**src/rtl/i2c_pkg.sv**
```systemverilog
// Shared definitions for the I2C write-only target: FSM states, R/W encodings
// and the minimum SCL phase length the oversampling front end can follow.
package i2c_pkg;

  typedef enum logic [2:0] {
    IDLE      = 3'd0,
    ADDR      = 3'd1,
    A_ACK     = 3'd2,
    DATA      = 3'd3,
    D_ACK     = 3'd4,
    WAIT_STOP = 3'd5
  } state_t;

  localparam logic I2C_WRITE = 1'b0;
  localparam logic I2C_READ  = 1'b1;

  // SCL high and low phases must each last at least this many sys_clk cycles
  localparam int MIN_SCL_PHASE = 4;

endpackage

```
**src/rtl/i2c_sync_edge.sv**
```systemverilog
// Two-flop synchroniser for one asynchronous bus line, plus a delay flop that
// turns the synchronised level into single-cycle rise/fall strobes.
module i2c_sync_edge (
  input  logic sys_clk,
  input  logic rst,
  input  logic i_async,
  output logic o_level,
  output logic o_rise,
  output logic o_fall
);

  logic r_meta_p0;
  logic r_sync_p1;
  logic r_prev_p2;

  // Idle bus level is high, so all stages reset to 1 to avoid a false edge
  always_ff @(posedge sys_clk) begin
    if (!rst) begin
      r_meta_p0 <= 1'b1;
      r_sync_p1 <= 1'b1;
      r_prev_p2 <= 1'b1;
    end else begin
      r_meta_p0 <= i_async;
      r_sync_p1 <= r_meta_p0;
      r_prev_p2 <= r_sync_p1;
    end
  end

  assign o_level = r_sync_p1;
  assign o_rise  = r_sync_p1 & ~r_prev_p2;
  assign o_fall  = ~r_sync_p1 & r_prev_p2;

endmodule

```
**src/rtl/i2c_slave_rx.sv**
```systemverilog
// Write-only I2C target: decodes START/STOP, matches the address, ACKs it and
// every following data byte, and hands each byte out with a one-cycle pulse.
module i2c_slave_rx
  import i2c_pkg::*;
#(
  parameter int                ADDR_W     = 8,
  parameter logic [ADDR_W-1:0] SLAVE_ADDR = ADDR_W'(8'hA4)
) (
  input  logic       sys_clk,
  input  logic       rst,
  input  logic       scl_in,
  input  logic       sda_in,
  output logic       sda_oe,
  output logic [7:0] rx_data,
  output logic       rx_valid,
  output logic       addr_hit,
  output logic       stop_det,
  output logic       busy
);

  localparam logic [3:0] ADDR_BITS = 4'(ADDR_W + 1);
  localparam logic [3:0] DATA_BITS = 4'd8;

  logic w_scl_lvl, w_scl_rise, w_scl_fall;
  logic w_sda_lvl, w_sda_rise, w_sda_fall;
  logic w_start, w_stop, w_addr_match;

  state_t          r_state,  w_state_nxt;
  logic [3:0]      r_cnt,    w_cnt_nxt;
  logic [ADDR_W:0] r_shift,  w_shift_nxt;
  logic            r_sda_oe, w_sda_oe_nxt;
  logic            r_hit,    w_hit_nxt;
  logic [7:0]      r_rx_data, w_rx_data_nxt;
  logic            r_rx_valid, w_rx_valid_nxt;
  logic            r_stop_det, w_stop_det_nxt;
  logic            r_busy,   w_busy_nxt;

  function automatic logic [3:0] sat_inc(input logic [3:0] v, input logic [3:0] lim);
    return (v >= lim) ? lim : v + 4'd1;
  endfunction

  i2c_sync_edge u_scl (
    .sys_clk (sys_clk),
    .rst     (rst),
    .i_async (scl_in),
    .o_level (w_scl_lvl),
    .o_rise  (w_scl_rise),
    .o_fall  (w_scl_fall)
  );

  i2c_sync_edge u_sda (
    .sys_clk (sys_clk),
    .rst     (rst),
    .i_async (sda_in),
    .o_level (w_sda_lvl),
    .o_rise  (w_sda_rise),
    .o_fall  (w_sda_fall)
  );

  // Our own ACK drive must never be mistaken for a bus condition
  assign w_start      = ~r_sda_oe & w_scl_lvl & w_sda_fall;
  assign w_stop       = ~r_sda_oe & w_scl_lvl & w_sda_rise;
  assign w_addr_match = (r_shift[ADDR_W:1] == SLAVE_ADDR) && (r_shift[0] == I2C_WRITE);

  always_comb begin
    w_state_nxt    = r_state;
    w_cnt_nxt      = r_cnt;
    w_shift_nxt    = r_shift;
    w_sda_oe_nxt   = r_sda_oe;
    w_hit_nxt      = r_hit;
    w_rx_data_nxt  = r_rx_data;
    w_rx_valid_nxt = 1'b0;
    w_stop_det_nxt = 1'b0;

    if (w_stop) begin
      w_state_nxt    = IDLE;
      w_cnt_nxt      = '0;
      w_sda_oe_nxt   = 1'b0;
      w_hit_nxt      = 1'b0;
      w_stop_det_nxt = 1'b1;
    end else if (w_start) begin
      w_state_nxt  = ADDR;
      w_cnt_nxt    = '0;
      w_shift_nxt  = '0;
      w_sda_oe_nxt = 1'b0;
      w_hit_nxt    = 1'b0;
    end else begin
      case (r_state)
        ADDR: begin
          if (w_scl_rise) begin
            if (r_cnt < ADDR_BITS) w_shift_nxt = {r_shift[ADDR_W-1:0], w_sda_lvl};
            w_cnt_nxt = sat_inc(r_cnt, ADDR_BITS);
          end else if (w_scl_fall && (r_cnt == ADDR_BITS)) begin
            w_cnt_nxt = '0;
            if (w_addr_match) begin
              w_state_nxt  = A_ACK;
              w_sda_oe_nxt = 1'b1;
              w_hit_nxt    = 1'b1;
            end else begin
              w_state_nxt  = WAIT_STOP;
              w_sda_oe_nxt = 1'b0;
            end
          end
        end
        // A non-zero count marks that the ACK clock has been sampled
        A_ACK, D_ACK: begin
          if (w_scl_rise) begin
            w_cnt_nxt = sat_inc(r_cnt, 4'd1);
          end else if (w_scl_fall && (r_cnt != '0)) begin
            w_state_nxt  = DATA;
            w_cnt_nxt    = '0;
            w_sda_oe_nxt = 1'b0;
          end
        end
        DATA: begin
          if (w_scl_rise) begin
            if (r_cnt < DATA_BITS) w_shift_nxt = {r_shift[ADDR_W-1:0], w_sda_lvl};
            w_cnt_nxt = sat_inc(r_cnt, DATA_BITS);
          end else if (w_scl_fall && (r_cnt == DATA_BITS)) begin
            w_state_nxt    = D_ACK;
            w_cnt_nxt      = '0;
            w_rx_data_nxt  = r_shift[7:0];
            w_rx_valid_nxt = 1'b1;
            w_sda_oe_nxt   = 1'b1;
          end
        end
        WAIT_STOP: w_sda_oe_nxt = 1'b0;
        IDLE:      w_sda_oe_nxt = 1'b0;
        default: begin
          w_state_nxt  = IDLE;
          w_sda_oe_nxt = 1'b0;
        end
      endcase
    end

    w_busy_nxt = (w_state_nxt != IDLE);
  end

  always_ff @(posedge sys_clk) begin
    if (!rst) begin
      r_state    <= IDLE;
      r_cnt      <= '0;
      r_shift    <= '0;
      r_sda_oe   <= 1'b0;
      r_hit      <= 1'b0;
      r_rx_data  <= '0;
      r_rx_valid <= 1'b0;
      r_stop_det <= 1'b0;
      r_busy     <= 1'b0;
    end else begin
      r_state    <= w_state_nxt;
      r_cnt      <= w_cnt_nxt;
      r_shift    <= w_shift_nxt;
      r_sda_oe   <= w_sda_oe_nxt;
      r_hit      <= w_hit_nxt;
      r_rx_data  <= w_rx_data_nxt;
      r_rx_valid <= w_rx_valid_nxt;
      r_stop_det <= w_stop_det_nxt;
      r_busy     <= w_busy_nxt;
    end
  end

  assign sda_oe   = r_sda_oe;
  assign rx_data  = r_rx_data;
  assign rx_valid = r_rx_valid;
  assign addr_hit = r_hit;
  assign stop_det = r_stop_det;
  assign busy     = r_busy;

endmodule

```
**config.mk**
```make
export PLATFORM = sky130hd
export DESIGN_NAME = i2c_slave_rx
export DESIGN_NICKNAME = d
export VERILOG_FILES = /design/src/rtl/i2c_pkg.sv /design/src/rtl/i2c_sync_edge.sv /design/src/rtl/i2c_slave_rx.sv
export SDC_FILE = /design/constraint.sdc
export NUM_CORES = 1
export LEC_CHECK = 0
export CAP_MARGIN = 20
export CORE_AREA = 4 4 61 63
export CTS_BUF_LIST = sky130_fd_sc_hd__clkbuf_4 sky130_fd_sc_hd__clkbuf_8 sky130_fd_sc_hd__clkbuf_16
export CTS_CLUSTER_SIZE = 25
export DETAILED_ROUTE_END_ITERATION = 7
export DIE_AREA = 0 0 65 67
export GPL_ROUTABILITY_DRIVEN = 1
export GPL_TIMING_DRIVEN = 0
export PLACE_DENSITY = 0.87
export RECOVER_POWER = 50
export SETUP_SLACK_MARGIN = 0.3
export SYNTH_ARGS = -nofsm -noshare
export SYNTH_HDL_FRONTEND = slang
export SYNTH_HIERARCHICAL = 1
export SYNTH_SLANG_ARGS = --single-unit
```
**constraint.sdc**
```tcl
create_clock -name sys_clk -period 3.4 [get_ports sys_clk]
set_input_delay 0.68 -clock sys_clk [delete_from_list [all_inputs] [get_ports sys_clk]]
set_output_delay 0.68 -clock sys_clk [all_outputs]
set_load 0.01 [all_outputs]
```
==> impl_metrics.yaml <==
timing:
  tightestPinTransition_ps: 465
  fmax_mhz: 456
  rsz0062_at_grt: "no"
  period_share_pct: 64.5
  skew_ps: 14.8
  setup_viol: 0
  hold_viol: 0
  post-route-min-period_ps: 2190
  slew_violations: 0
  tns_ps: 0
  relSlewSlack_pct: 68.9
synthesis:
  ys_ff_latch: 35
  async_flop_share_pct: 0
  synth_flop_cell: "dfxtp_1"
  yosysSeqAreaShare_pct: 37.4
  netlist_instances: 208
  netlist_area_mm2: 0.00188
  synth-warning-count: 6
  avgSynthCellArea_um2: 9.02
  yosysUniqueCellTypes: 57
  synth_edf_count: 0
  syn-num-nets: 216
final_layout:
  final_nets: 239
  mostFrequentLayoutCells: "dfxtp_1, nand2_1, nor2b_1"
  fillers: 282
  final_core_util_pct: 66.3
  final_common_cell: "dfxtp_1"
  num_antenna_cells: 0
  drive_above_1_share_pct: 11.6
  syn2layout_area_growth_pct: 14.3
pwr:
  vdd_ir_drop_max_v: 0.000230
  power.density_mw_per_mm2: 325
  p_leak_uw: 0.000760
routing:
  ant_nets: 0
  avgViaCountPerCell: 5.49
  route.detailed.drc: 0
  finalWirelength_mm: 3.68
  num_vias: 1525
  firstDrtPassIters: 4
  post_drt_wl_per_cell_um: 13.2
  drt-initial-drc-count: 140
critical_path:
  crit_path_end_kind: "register"
  critPathArrivalTime_ps: 2440
  crit_path_top_delay_cell: "dfxtp_1"
  cpMostUsedCell: "or3_1"
  r2r_start: "r_cnt[0]"
  worstSetupPathType: "reg2reg"
  critPathMaxFanout: 6
  critPathMaxStageDelay_ps: 450
  reg2reg_setup_slack_ps: 1210
  path_cells: "inv_1 -> ha_1 -> nor3b_1 -> or3_1 -> a221oi_1 -> a211oi_1 -> or3_1"
  startpoint: "r_cnt[0]"
  crit_path_start_kind: "register"
  critPathRequiredTime_ps: 3640
floorplan:
  row_count: 21
  die_x_um: 65
  die_area_mm2: 0.00436
  die_height_um: 67
  io_pins: 17
  start_util_pct: 58.0
  coreArea_mm2: 0.00323
global_route:
  track_usage_pct: 19.5
  grt_pass1_vias: 1387
  grt_max_degree: 12
  grt_antenna_before_repair: 0
  grt_pass1_wl_mm: 6.35
  grt-ovfl-total: 0
status:
  outcome: "complete, no violations"
clocking:
  cts_tree: "yes"
  cts_made_buffers: 5
  cts.path.max_buffers: 2
  clockRootBuffer: "clkbuf_4"
  cts.sinks: 35
  ctsHoldBuffers: 0
  clk_pin_slew_ps: 120
  cts_resized: 0
  cts_setup_buffers: 0
  clkLatencyLatePin_ps: 350
  ctsHtreeMaxLevel: 2
job:
  maxCapViolCount: 0
min_path:
  hp-start: "u_scl/r_meta_p0"
  hp-class: "reg2reg"
placed_design:
  port_buffers: 16
  hpwl_mm: 2.64
  gp_congestion: 0.930
## final cells by class
cell class / instances / area [um^2] / area share (%)
inverter: 8 / 32.5 / 1.52
buffer: 10 / 65.1 / 3.04
timing repair buffer: 16 / 160 / 7.47
clock buffer: 6 / 45.0 / 2.10
clock inverter: 2 / 12.5 / 0.584
sequential: 35 / 701 / 32.7
tap: 46 / 57.6 / 2.69
multi-input combinational: 155 / 1070 / 49.9
## cells in the mapped netlist (all sizes together) (2+ instances only)
| cell type | number | area, um^2 |
|---|---|---|
| nor4b | 2 | 23.8 |
| clkbuf | 4 | 15.0 |
| o21a | 2 | 15.0 |
| nor3b | 4 | 41.3 |
| and2b | 3 | 26.3 |
| nand4bb | 2 | 22.5 |
| o31a | 3 | 27.5 |
| a21oi | 11 | 58.8 |
| nand2b | 11 | 83.8 |
| or3 | 2 | 12.5 |
| buf | 6 | 50.0 |
| nand3 | 2 | 10.0 |
| nand2 | 21 | 78.8 |
| nor2b | 17 | 106 |
| and2 | 11 | 68.8 |
| o21ai | 6 | 33.8 |
| ha | 4 | 50.1 |
| inv | 8 | 32.5 |
| mux2i | 9 | 90.1 |
| nor3 | 4 | 20.0 |
| a21boi | 9 | 67.6 |
| dfxtp | 35 | 701 |
| nor2 | 8 | 30.0 |
## through the flow
| stage | std cells | hold slack (ps) | worst slack (ps) | cell area, um^2 | power (uW) |
|---|---|---|---|---|---|
| floorplan | 208 | 386 | 1470 | 1880 | 460 |
| global placement | 270 | 389 | 1120 | 2090 | 473 |
| detailed placement | 270 | 399 | 1110 | 2090 | 474 |
| CTS | 278 | 423 | 1220 | 2150 | 703 |
| global route | 278 | 454 | 1090 | 2140 | 733 |
| finish | 278 | 422 | 1210 | 2140 | 697 |
## cells by family after synthesis
kind of cell             synth area share (%)
multiplexers                             4.80
buffers and inverters                    5.20
AO/OA/AOI/OAI                            17.4
adder cells (fa/ha/maj)                  3.27
flip-flops                               37.4
AND/OR/NAND/NOR                          32.0
## metal layers
| metal | global-route usage (%) | part of all wire, % | wire [um] |
|---|---|---|---|
| met5 | 0 | 0 | 0 |
| met4 | 7.65 | 1.7 | 64 |
| met3 | 5.90 | 5.6 | 208 |
| met2 | 28.6 | 43 | 1590 |
| met1 | 26.4 | 49 | 1820 |
## flip-flops by register name (all words and copies together) (netlist names)
name / cells
addr_hit: 1
rx_data: 8
u_scl/r_meta_p0: 1
sda_oe: 1
u_sda/o_level: 1
u_scl/o_level: 1
stop_det: 1
busy: 1
u_scl/r_prev_p2: 1
r_cnt: 4
r_shift: 9
rx_valid: 1
r_state: 3
u_sda/r_prev_p2: 1
u_sda/r_meta_p0: 1
## power by group
| group | total [uW] | internal, uW | switching (uW) |
|---|---|---|---|
| sequential | 418 | 415 | 2.90 |
| combinational | 46.2 | 21.4 | 24.9 |
| clock | 233 | 87.6 | 146 |
## critical path: cells and delay by family, from the launching register on
family,cells,cell delay (ps)
buffers and inverters,1,90
AO/OA/AOI/OAI,2,380
flip-flops,1,450
adder cells (fa/ha/maj),1,280
AND/OR/NAND/NOR,3,860
## final timing paths
| kind | end | cells past startpoint |
|---|---|---|
| hold / removal | u_scl/o_level | 1 |
| hold reg to reg | u_scl/o_level | 1 |
| setup / recovery | busy | 7 |
| setup reg to reg | busy | 7 |
Power figures use the tool's default switching activity.
